===== src/rtl/player_motion_ctrl.sv =====
// Player sprite motion sequencer: self-timed step tick, 1 px per step, ground/rise/fall jump FSM.
// Screen edges saturate by default; define WRAP_EN to wrap ground/horizontal motion at the edges.
module player_motion_ctrl #(
  parameter int TICK_DIV = 262144,
  parameter int X_MAX    = 640,
  parameter int Y_MAX    = 480,
  parameter int X_INIT   = 320,
  parameter int Y_INIT   = 400,
  parameter int JUMP_H   = 32
) (
  input  logic       clk,
  input  logic       rst,
  input  logic [3:0] move_state,
  output logic [9:0] posx,
  output logic [8:0] posy,
  output logic       airborne,
  output logic       step_tick
);

  localparam int              CW        = (TICK_DIV > 2) ? $clog2(TICK_DIV) : 1;
  localparam logic [CW-1:0]   TICK_LAST = CW'(TICK_DIV - 1);
  localparam logic [9:0]      XM        = 10'(X_MAX);
  localparam logic [8:0]      YM        = 9'(Y_MAX);
  localparam logic [7:0]      JH        = 8'(JUMP_H);

  typedef enum logic [1:0] {GROUND, RISE, FALL} state_t;

  state_t        state_q, state_d;
  logic [CW-1:0] cnt_q, cnt_d;
  logic [9:0]    posx_q, posx_d;
  logic [8:0]    posy_q, posy_d;
  logic [8:0]    base_y_q, base_y_d;
  logic [7:0]    jump_cnt_q, jump_cnt_d;
  logic          airborne_q, airborne_d;
  logic          tick;
  logic [2:0]    dir;

  assign tick = (cnt_q == TICK_LAST);
  assign dir  = move_state[2:0];

  always_comb begin
    cnt_d      = tick ? '0 : cnt_q + 1'b1;
    state_d    = state_q;
    posx_d     = posx_q;
    posy_d     = posy_q;
    base_y_d   = base_y_q;
    jump_cnt_d = jump_cnt_q;

    if (tick) begin
      // Horizontal motion is independent of the jump state.
      if (dir == 3'd2) begin
        if (posx_q != 10'd0) posx_d = posx_q - 10'd1;
`ifdef WRAP_EN
        else                 posx_d = XM;
`endif
      end else if (dir == 3'd3) begin
        if (posx_q < XM) posx_d = posx_q + 10'd1;
`ifdef WRAP_EN
        else             posx_d = 10'd0;
`endif
      end

      case (state_q)
        GROUND: begin
          if (move_state[3] && posy_q != 9'd0) begin
            state_d    = RISE;
            base_y_d   = posy_q;
            posy_d     = posy_q - 9'd1;
            jump_cnt_d = 8'd1;
          end else if (dir == 3'd1) begin
            if (posy_q != 9'd0) posy_d = posy_q - 9'd1;
`ifdef WRAP_EN
            else                posy_d = YM;
`endif
          end else if (dir == 3'd4) begin
            if (posy_q < YM) posy_d = posy_q + 9'd1;
`ifdef WRAP_EN
            else             posy_d = 9'd0;
`endif
          end
        end
        RISE: begin
          if (jump_cnt_q < JH && posy_q != 9'd0) begin
            posy_d     = posy_q - 9'd1;
            jump_cnt_d = jump_cnt_q + 8'd1;
          end else begin
            // A one-pixel jump lands on the very first descending step.
            posy_d  = posy_q + 9'd1;
            state_d = (posy_q + 9'd1 == base_y_q) ? GROUND : FALL;
          end
        end
        FALL: begin
          posy_d = posy_q + 9'd1;
          if (posy_q + 9'd1 == base_y_q) state_d = GROUND;
        end
        default: state_d = GROUND;
      endcase
    end

    airborne_d = (state_d != GROUND);
  end

  always_ff @(posedge clk or posedge rst) begin
    if (rst) begin
      state_q    <= GROUND;
      cnt_q      <= '0;
      posx_q     <= 10'(X_INIT);
      posy_q     <= 9'(Y_INIT);
      base_y_q   <= 9'(Y_INIT);
      jump_cnt_q <= 8'd0;
      airborne_q <= 1'b0;
    end else begin
      state_q    <= state_d;
      cnt_q      <= cnt_d;
      posx_q     <= posx_d;
      posy_q     <= posy_d;
      base_y_q   <= base_y_d;
      jump_cnt_q <= jump_cnt_d;
      airborne_q <= airborne_d;
    end
  end

  assign posx      = posx_q;
  assign posy      = posy_q;
  assign airborne  = airborne_q;
  assign step_tick = tick;

endmodule


===== config.mk =====
export PLATFORM = sky130hd
export DESIGN_NAME = player_motion_ctrl
export DESIGN_NICKNAME = d
export VERILOG_FILES = /design/src/rtl/player_motion_ctrl.sv
export SDC_FILE = /design/constraint.sdc
export NUM_CORES = 1
export LEC_CHECK = 0
export CAP_MARGIN = 20
export CORE_ASPECT_RATIO = 1.5
export CORE_MARGIN = 2
export CORE_UTILIZATION = 45
export DETAILED_ROUTE_END_ITERATION = 10
export HOLD_SLACK_MARGIN = 0.1
export PLACE_DENSITY = 0.77
export REMOVE_ABC_BUFFERS = 1
export SYNTH_ARGS = -nofsm -noshare
export SYNTH_HDL_FRONTEND = slang
export SYNTH_SLANG_ARGS = --single-unit

===== constraint.sdc =====
create_clock -name clk -period 2.45 [get_ports clk]
set_input_delay 0.6125 -clock clk [delete_from_list [all_inputs] [get_ports clk]]
set_output_delay 0.6125 -clock clk [all_outputs]
set_load 0.05 [all_outputs]

# After elaboration in Yosys (flattened, before gate mapping)
# Cells that the tools add are included.
[classes] reduce_logical=14 addsub=6 muxes=21 n_eq_ne=14 n_lt_le_gt_ge=3
[ops] op="$mux W9" n=6
[ops] op="$mux W10" n=4
[ops] op="$pmux W9 S3" n=1
[ops] op="$add A18 B1 Y18 const B" n=1
[ops] op="$eq A18 B18 Y1 const B" n=1
[ops] op="$mux W18" n=1
[ops] op="$mux W8" n=2
[ops] op="$pmux W8 S2" n=1
[ops] op="$ne A4 B4 Y1 const B" n=3
[ops] op="$add A10 B1 Y10 const B" n=1
[ops] op="$lt A10 B10 Y1 const B" n=1
[ops] op="$mux W2" n=5
[ops] op="$reduce_bool A10 Y1" n=1
[ops] op="$sub A10 B1 Y10 const B" n=1
[ops] op="$add A9 B1 Y9 const B" n=1
[ops] op="$eq A9 B9 Y1" n=1
[ops] op="$lt A9 B9 Y1 const B" n=1
[ops] op="$reduce_bool A9 Y1" n=1
[ops] op="$sub A9 B1 Y9 const B" n=1
[ops] op="$add A8 B1 Y8 const B" n=1
[ops] op="$lt A8 B6 Y1 const B" n=1
[ops] op="$reduce_and A4 Y1" n=2
[ops] op="$reduce_bool A2 Y1" n=4
[ops] op="$eq A3 B2 Y1 const B" n=2
[ops] op="other kinds (12)" n=14
[word_totals] wordCells=65 out_inout_bits=21 register_bits=57

# Logic depth before layout (Yosys ltp)
[logic_depth] ltp_word=7 depth_mapped=10 mapped_depth_nobuf=10

# Worst setup path after synthesis
# No wires, ideal clock.
[synth_path] path_kind="input to register" start="input port move_state[1]" end="register posx_q[8] (netlist: posx[8])" n_path_buf=0 cell_stages=10 path_slack_ps=-401 t_arrival_ps=2769 required_time_ps=2369 path_cell_list="nor2b_1 nor2b_1 inv_1 fa_1 nor2b_1 o21ai_0 a21boi_0 o21ai_0 a2111o_1 o211ai_1"
[synth_between] elab_chain_cells=3 elab_cells_between_ends=7
[synth_rtl] element="start, declared" line="13" text="input logic [3:0] move_state,"
[synth_rtl] element="$eq A3 B2 Y1 (on tied branches)" line="51, 56"
[synth_rtl] element="$ne A2 B1 Y1 (no line) or $reduce_bool A2 Y1 (tied branches)"
[synth_rtl] element="$reduce_and A4 Y1 (no line)"
[synth_rtl] element="end signal, assigned" line="107" text="posx_q <= 10'(X_INIT);"
[synth_rtl] element="end signal, assigned" line="115" text="posx_q <= posx_d;"
[synth_rtl] element="end, declared" line="30" text="logic [9:0] posx_q, posx_d;"
# Several ways; a longest one is shown, not always the timed one.
# A chain may end at the register's enable or synchronous reset.

# Worst setup path after layout
[layout_path] start="input port move_state[1]" end="register posx_q[9] (netlist: posx[9])"
# Same word-level chain as after synthesis.

==> run_summary.xml <==
<?xml version="1.0" encoding="UTF-8"?>
<metrics>
  <group name="outcome">
    <metric name="outcome" unit="">complete, no violations</metric>
  </group>
  <group name="clock_network">
    <metric name="numCtsBuffers" unit="">9</metric>
    <metric name="holdBufCountCts" unit="">0</metric>
    <metric name="cts_htree_levels" unit="">3</metric>
    <metric name="clock_latency" unit="ps">340</metric>
    <metric name="cts_tree" unit="">built</metric>
    <metric name="cts.path.max_buffers" unit="">2</metric>
    <metric name="cts.root.buffer_cell" unit="">sky130_fd_sc_hd__clkbuf_16</metric>
    <metric name="clock_sinks" unit="">57</metric>
    <metric name="path_clk_slew" unit="ps">50</metric>
  </group>
  <group name="worst_setup_path">
    <metric name="worst_setup_path_start_kind" unit="">input port</metric>
    <metric name="worstRegToRegCells" unit="">7</metric>
    <metric name="standard_cell_with_the_maximum_stage_delay_on_the_critical_path" unit="">sky130_fd_sc_hd__ha_1</metric>
    <metric name="critical_path_buf_inv_count" unit="">3</metric>
    <metric name="most_common_cell_type_on_the_critical_path" unit="">sky130_fd_sc_hd__nor2b_4</metric>
    <metric name="worst_r2r_startpoint" unit="">posy[4]</metric>
    <metric name="critPathMaxStageDelay" unit="ps">310</metric>
    <metric name="kind_of_critical_path" unit="">in -&gt; reg</metric>
    <metric name="cpLargestDelayFamily" unit="">compound AO/OA/AOI/OAI gates</metric>
    <metric name="timing.critical_path.cells" unit="">clkdlybuf4s15_1 -&gt; nor2b_4 -&gt; nor2b_4 -&gt; buf_6 -&gt; buf_8 -&gt; ha_1 -&gt; a21oi_2 -&gt; o211ai_1 -&gt; o221ai_2 -&gt; o21ai_2 -&gt; mux2i_1 -&gt; xnor2_1</metric>
    <metric name="ff2ff_setup_slack" unit="ps">120</metric>
    <metric name="category_of_the_worst_setup_path_capture_point" unit="">flip-flop</metric>
    <metric name="cp.arrival" unit="ps">2700</metric>
    <metric name="timing.critical_path.required" unit="ps">2720</metric>
    <metric name="crit_path_max_fanout" unit="">6</metric>
    <metric name="r2r_end" unit="">airborne</metric>
  </group>
  <group name="logic_synthesis">
    <metric name="synth-edff-count" unit="">0</metric>
    <metric name="synth_compound_gate_area_share" unit="%">17.6</metric>
    <metric name="synth-seq-area-share" unit="%">38.3</metric>
    <metric name="yosys-top-cells-area" unit="">sky130_fd_sc_hd__dfrtp_1 (33%), sky130_fd_sc_hd__ha_1 (5.7%), sky130_fd_sc_hd__dfstp_2 (5.6%)</metric>
    <metric name="synth-adder-area-share" unit="%">6.20</metric>
    <metric name="synth.top_cell.area_share" unit="%">32.7</metric>
    <metric name="post_synth.cell_area_avg" unit="sq um">9.27</metric>
    <metric name="synth_top_family_by_area" unit="">simple AND/OR/NAND/NOR gates</metric>
    <metric name="muxShareOfSynthArea" unit="%">3.53</metric>
    <metric name="synth_cells" unit="">405</metric>
    <metric name="synth.largest_area_cell" unit="">sky130_fd_sc_hd__dfrtp_1</metric>
    <metric name="xor_xnor_share_of_the_synthesized_area" unit="%">7.46</metric>
    <metric name="mappedNetlistArea" unit="sq um">3750</metric>
    <metric name="synth-seq-cells" unit="">57</metric>
    <metric name="yosysWarnings" unit="">0</metric>
    <metric name="synth_top_flop_cell" unit="">sky130_fd_sc_hd__dfrtp_1</metric>
    <metric name="post_synthesis_simple_gate_area_fraction" unit="%">23.2</metric>
    <metric name="synth.distinct_cells" unit="">65</metric>
    <metric name="asyncSetResetFlopFracSynth" unit="%">100</metric>
  </group>
  <group name="drt">
    <metric name="routed_wire_length" unit="um">9940</metric>
    <metric name="detail_route.wl_per_cell" unit="um">16.7</metric>
    <metric name="ant_nets" unit="">0</metric>
    <metric name="drt_drc" unit="">0</metric>
    <metric name="drt_pass1_iterations" unit="">5</metric>
    <metric name="number_of_drc_markers_in_iteration_0" unit="">345</metric>
    <metric name="via_count" unit="">3534</metric>
    <metric name="detail_route.vias_per_cell" unit="">5.95</metric>
  </group>
  <group name="floorplan">
    <metric name="chipHeight" unit="um">116</metric>
    <metric name="ios" unit="">27</metric>
    <metric name="die_area" unit="sq um">9110</metric>
    <metric name="core.rowCount" unit="">40</metric>
    <metric name="die-width" unit="um">78.6</metric>
    <metric name="floorplan.initialDensity" unit="%">46.6</metric>
    <metric name="core" unit="sq um">8060</metric>
  </group>
  <group name="sta">
    <metric name="final.setup.tns" unit="ps">0</metric>
    <metric name="fmaxAchievable" unit="MHz">412</metric>
    <metric name="report.final.slew_viol_count" unit="">0</metric>
    <metric name="setup_viol" unit="">0</metric>
    <metric name="slew-limit-headroom" unit="%">65.5</metric>
    <metric name="worst-slew-pin-transition" unit="ps">513</metric>
    <metric name="final_min_period_over_clock_period" unit="%">99.2</metric>
    <metric name="fin_crit" unit="ps">2430</metric>
    <metric name="hold_violations" unit="">0</metric>
    <metric name="worst_clock_skew" unit="ps">8.90</metric>
  </group>
  <group name="global_route">
    <metric name="grt-ovfl-total" unit="">0</metric>
    <metric name="pin_count_of_the_biggest_net_entering_global_routing" unit="">58</metric>
    <metric name="number_of_global_route_vias_before_repair" unit="">3563</metric>
    <metric name="antenna_violations_before_repair" unit="">0</metric>
    <metric name="grt_usage" unit="%">23.4</metric>
    <metric name="grt_first_pass_wirelength" unit="um">16700</metric>
  </group>
  <group name="min_path">
    <metric name="hold_path.startpoint" unit="">cnt_q[8]</metric>
    <metric name="hold_path_end" unit="">cnt_q[8]</metric>
    <metric name="min_delay_path_depth" unit="">1</metric>
    <metric name="min-delay-path-class" unit="">reg -&gt; reg</metric>
  </group>
  <group name="layout">
    <metric name="antenna_cells" unit="">0</metric>
    <metric name="area.sequential" unit="sq um">1440</metric>
    <metric name="multi_input_area" unit="sq um">2300</metric>
    <metric name="final_non_filler_cell_area" unit="sq um">4910</metric>
    <metric name="layout_commonest_cell" unit="">sky130_fd_sc_hd__buf_4</metric>
    <metric name="commonest_non_fill_non_tap_cells_in_the_layout" unit="">sky130_fd_sc_hd__buf_4 (55), sky130_fd_sc_hd__dfrtp_1 (49), sky130_fd_sc_hd__nand2_1 (44)</metric>
    <metric name="syn2layout_area_growth" unit="%">30.7</metric>
    <metric name="fillers" unit="">651</metric>
    <metric name="design.final.nets" unit="">508</metric>
    <metric name="drive_above_1_share" unit="%">25.2</metric>
  </group>
  <group name="placed_design">
    <metric name="post_dp_cell_area" unit="sq um">4460</metric>
    <metric name="gp_congestion" unit="">0.911</metric>
    <metric name="detail_placement_hpwl" unit="um">6710</metric>
    <metric name="port-buffer-count" unit="">26</metric>
  </group>
  <group name="pwr">
    <metric name="total_leakage_power" unit="nW">2.09</metric>
    <metric name="pwr_per_cell_area" unit="nW/um^2">455</metric>
    <metric name="vdd_drop_max" unit="V">0.000427</metric>
  </group>
  <group name="run">
    <metric name="cap_violations" unit="">0</metric>
  </group>
</metrics>
==> worst max-delay path by stage <==
stage / start / to / slack, ps / cells after the start
2_1_floorplan: cnt_q[0] / airborne / -410 / 7
3_3_place_gp: move_state[1] / posx[8] / -620 / 11
3_5_place_dp: move_state[1] / posx[9] / -740 / 12
4_1_cts: posy[0] / airborne / 5 / 8
5_1_grt: move_state[1] / posx[9] / -80 / 12
6_report: move_state[1] / posx[9] / 20 / 12
==> layout make-up <==
| cell class | count | share of cell area [%] |
|---|---|---|
| inverters | 18 | 1.38 |
| flip-flops and latches | 57 | 29.3 |
| multi-input cells | 316 | 46.9 |
| well taps | 105 | 2.68 |
| repair buffers | 82 | 14.5 |
| clock buffers | 13 | 4.90 |
| clock inverters | 3 | 0.357 |
==> cells by family after synthesis <==
| kind of cell | count (synthesis) |
|---|---|
| AO/OA/AOI/OAI | 89 |
| adder cells (fa/ha/maj) | 18 |
| AND/OR/NAND/NOR | 165 |
| multiplexers | 12 |
| XOR/XNOR | 32 |
| buffers and inverters | 32 |
| flip-flops | 57 |
==> power by group <==
group          total, W  leakage (nW)  internal, W  switching [W]
logic          0.000159          1.23    0.0000695      0.0000891
registers      0.000955         0.735     0.000948     0.00000723
clock network   0.00112         0.124     0.000680       0.000438
total           0.00223          2.09      0.00170       0.000534
==> stage by stage <==
step	hold WS, ps	setup slack [ps]	instances	power (W)	utilization, %
detailed placement	462	-737	570	0.00111	55.4
global route	486	-75.2	594	0.00229	60.9
finish	467	20.1	594	0.00223	60.9
CTS	470	4.79	591	0.00223	60.0
global placement	454	-619	570	0.00111	55.4
floorplan	438	-415	391	0.00104	-
==> flip-flops by register name, indices dropped and copies added (netlist names) <==
signal      flops
airborne        1
base_y_q        9
cnt_q          18
jump_cnt_q      8
posx           10
posy            9
state_q         2
==> routing by layer <==
metal	global-route usage [%]	part of all wire, %	up-vias
met5	0	0	-
met4	13.9	3.8	0
met3	3.35	4.4	38
met2	41.1	52	132
met1	27.0	40	1712
li1	-	-	1652
==> what timing repair did <==
item	CTS	global route
resized for setup	21	15
setup buffers	5	3
gates cloned	0	0
pin swaps	11	8
endpoints found under the setup margin	9	18
==> cells in the mapped netlist (all sizes together) (8+ instances only) <==
master and count:
nand3 24, a21oi 11, nor2 28, mux2 10, xor2 13, dfstp 8, ha 17, buf 9
nor2b 9, xnor2 19, dfrtp 49, nand4 10, o21ai 20, inv 18, nor3 14, or3 8
nand2 45, o211ai 8
Note: power is estimated with default switching activity, not from simulation.
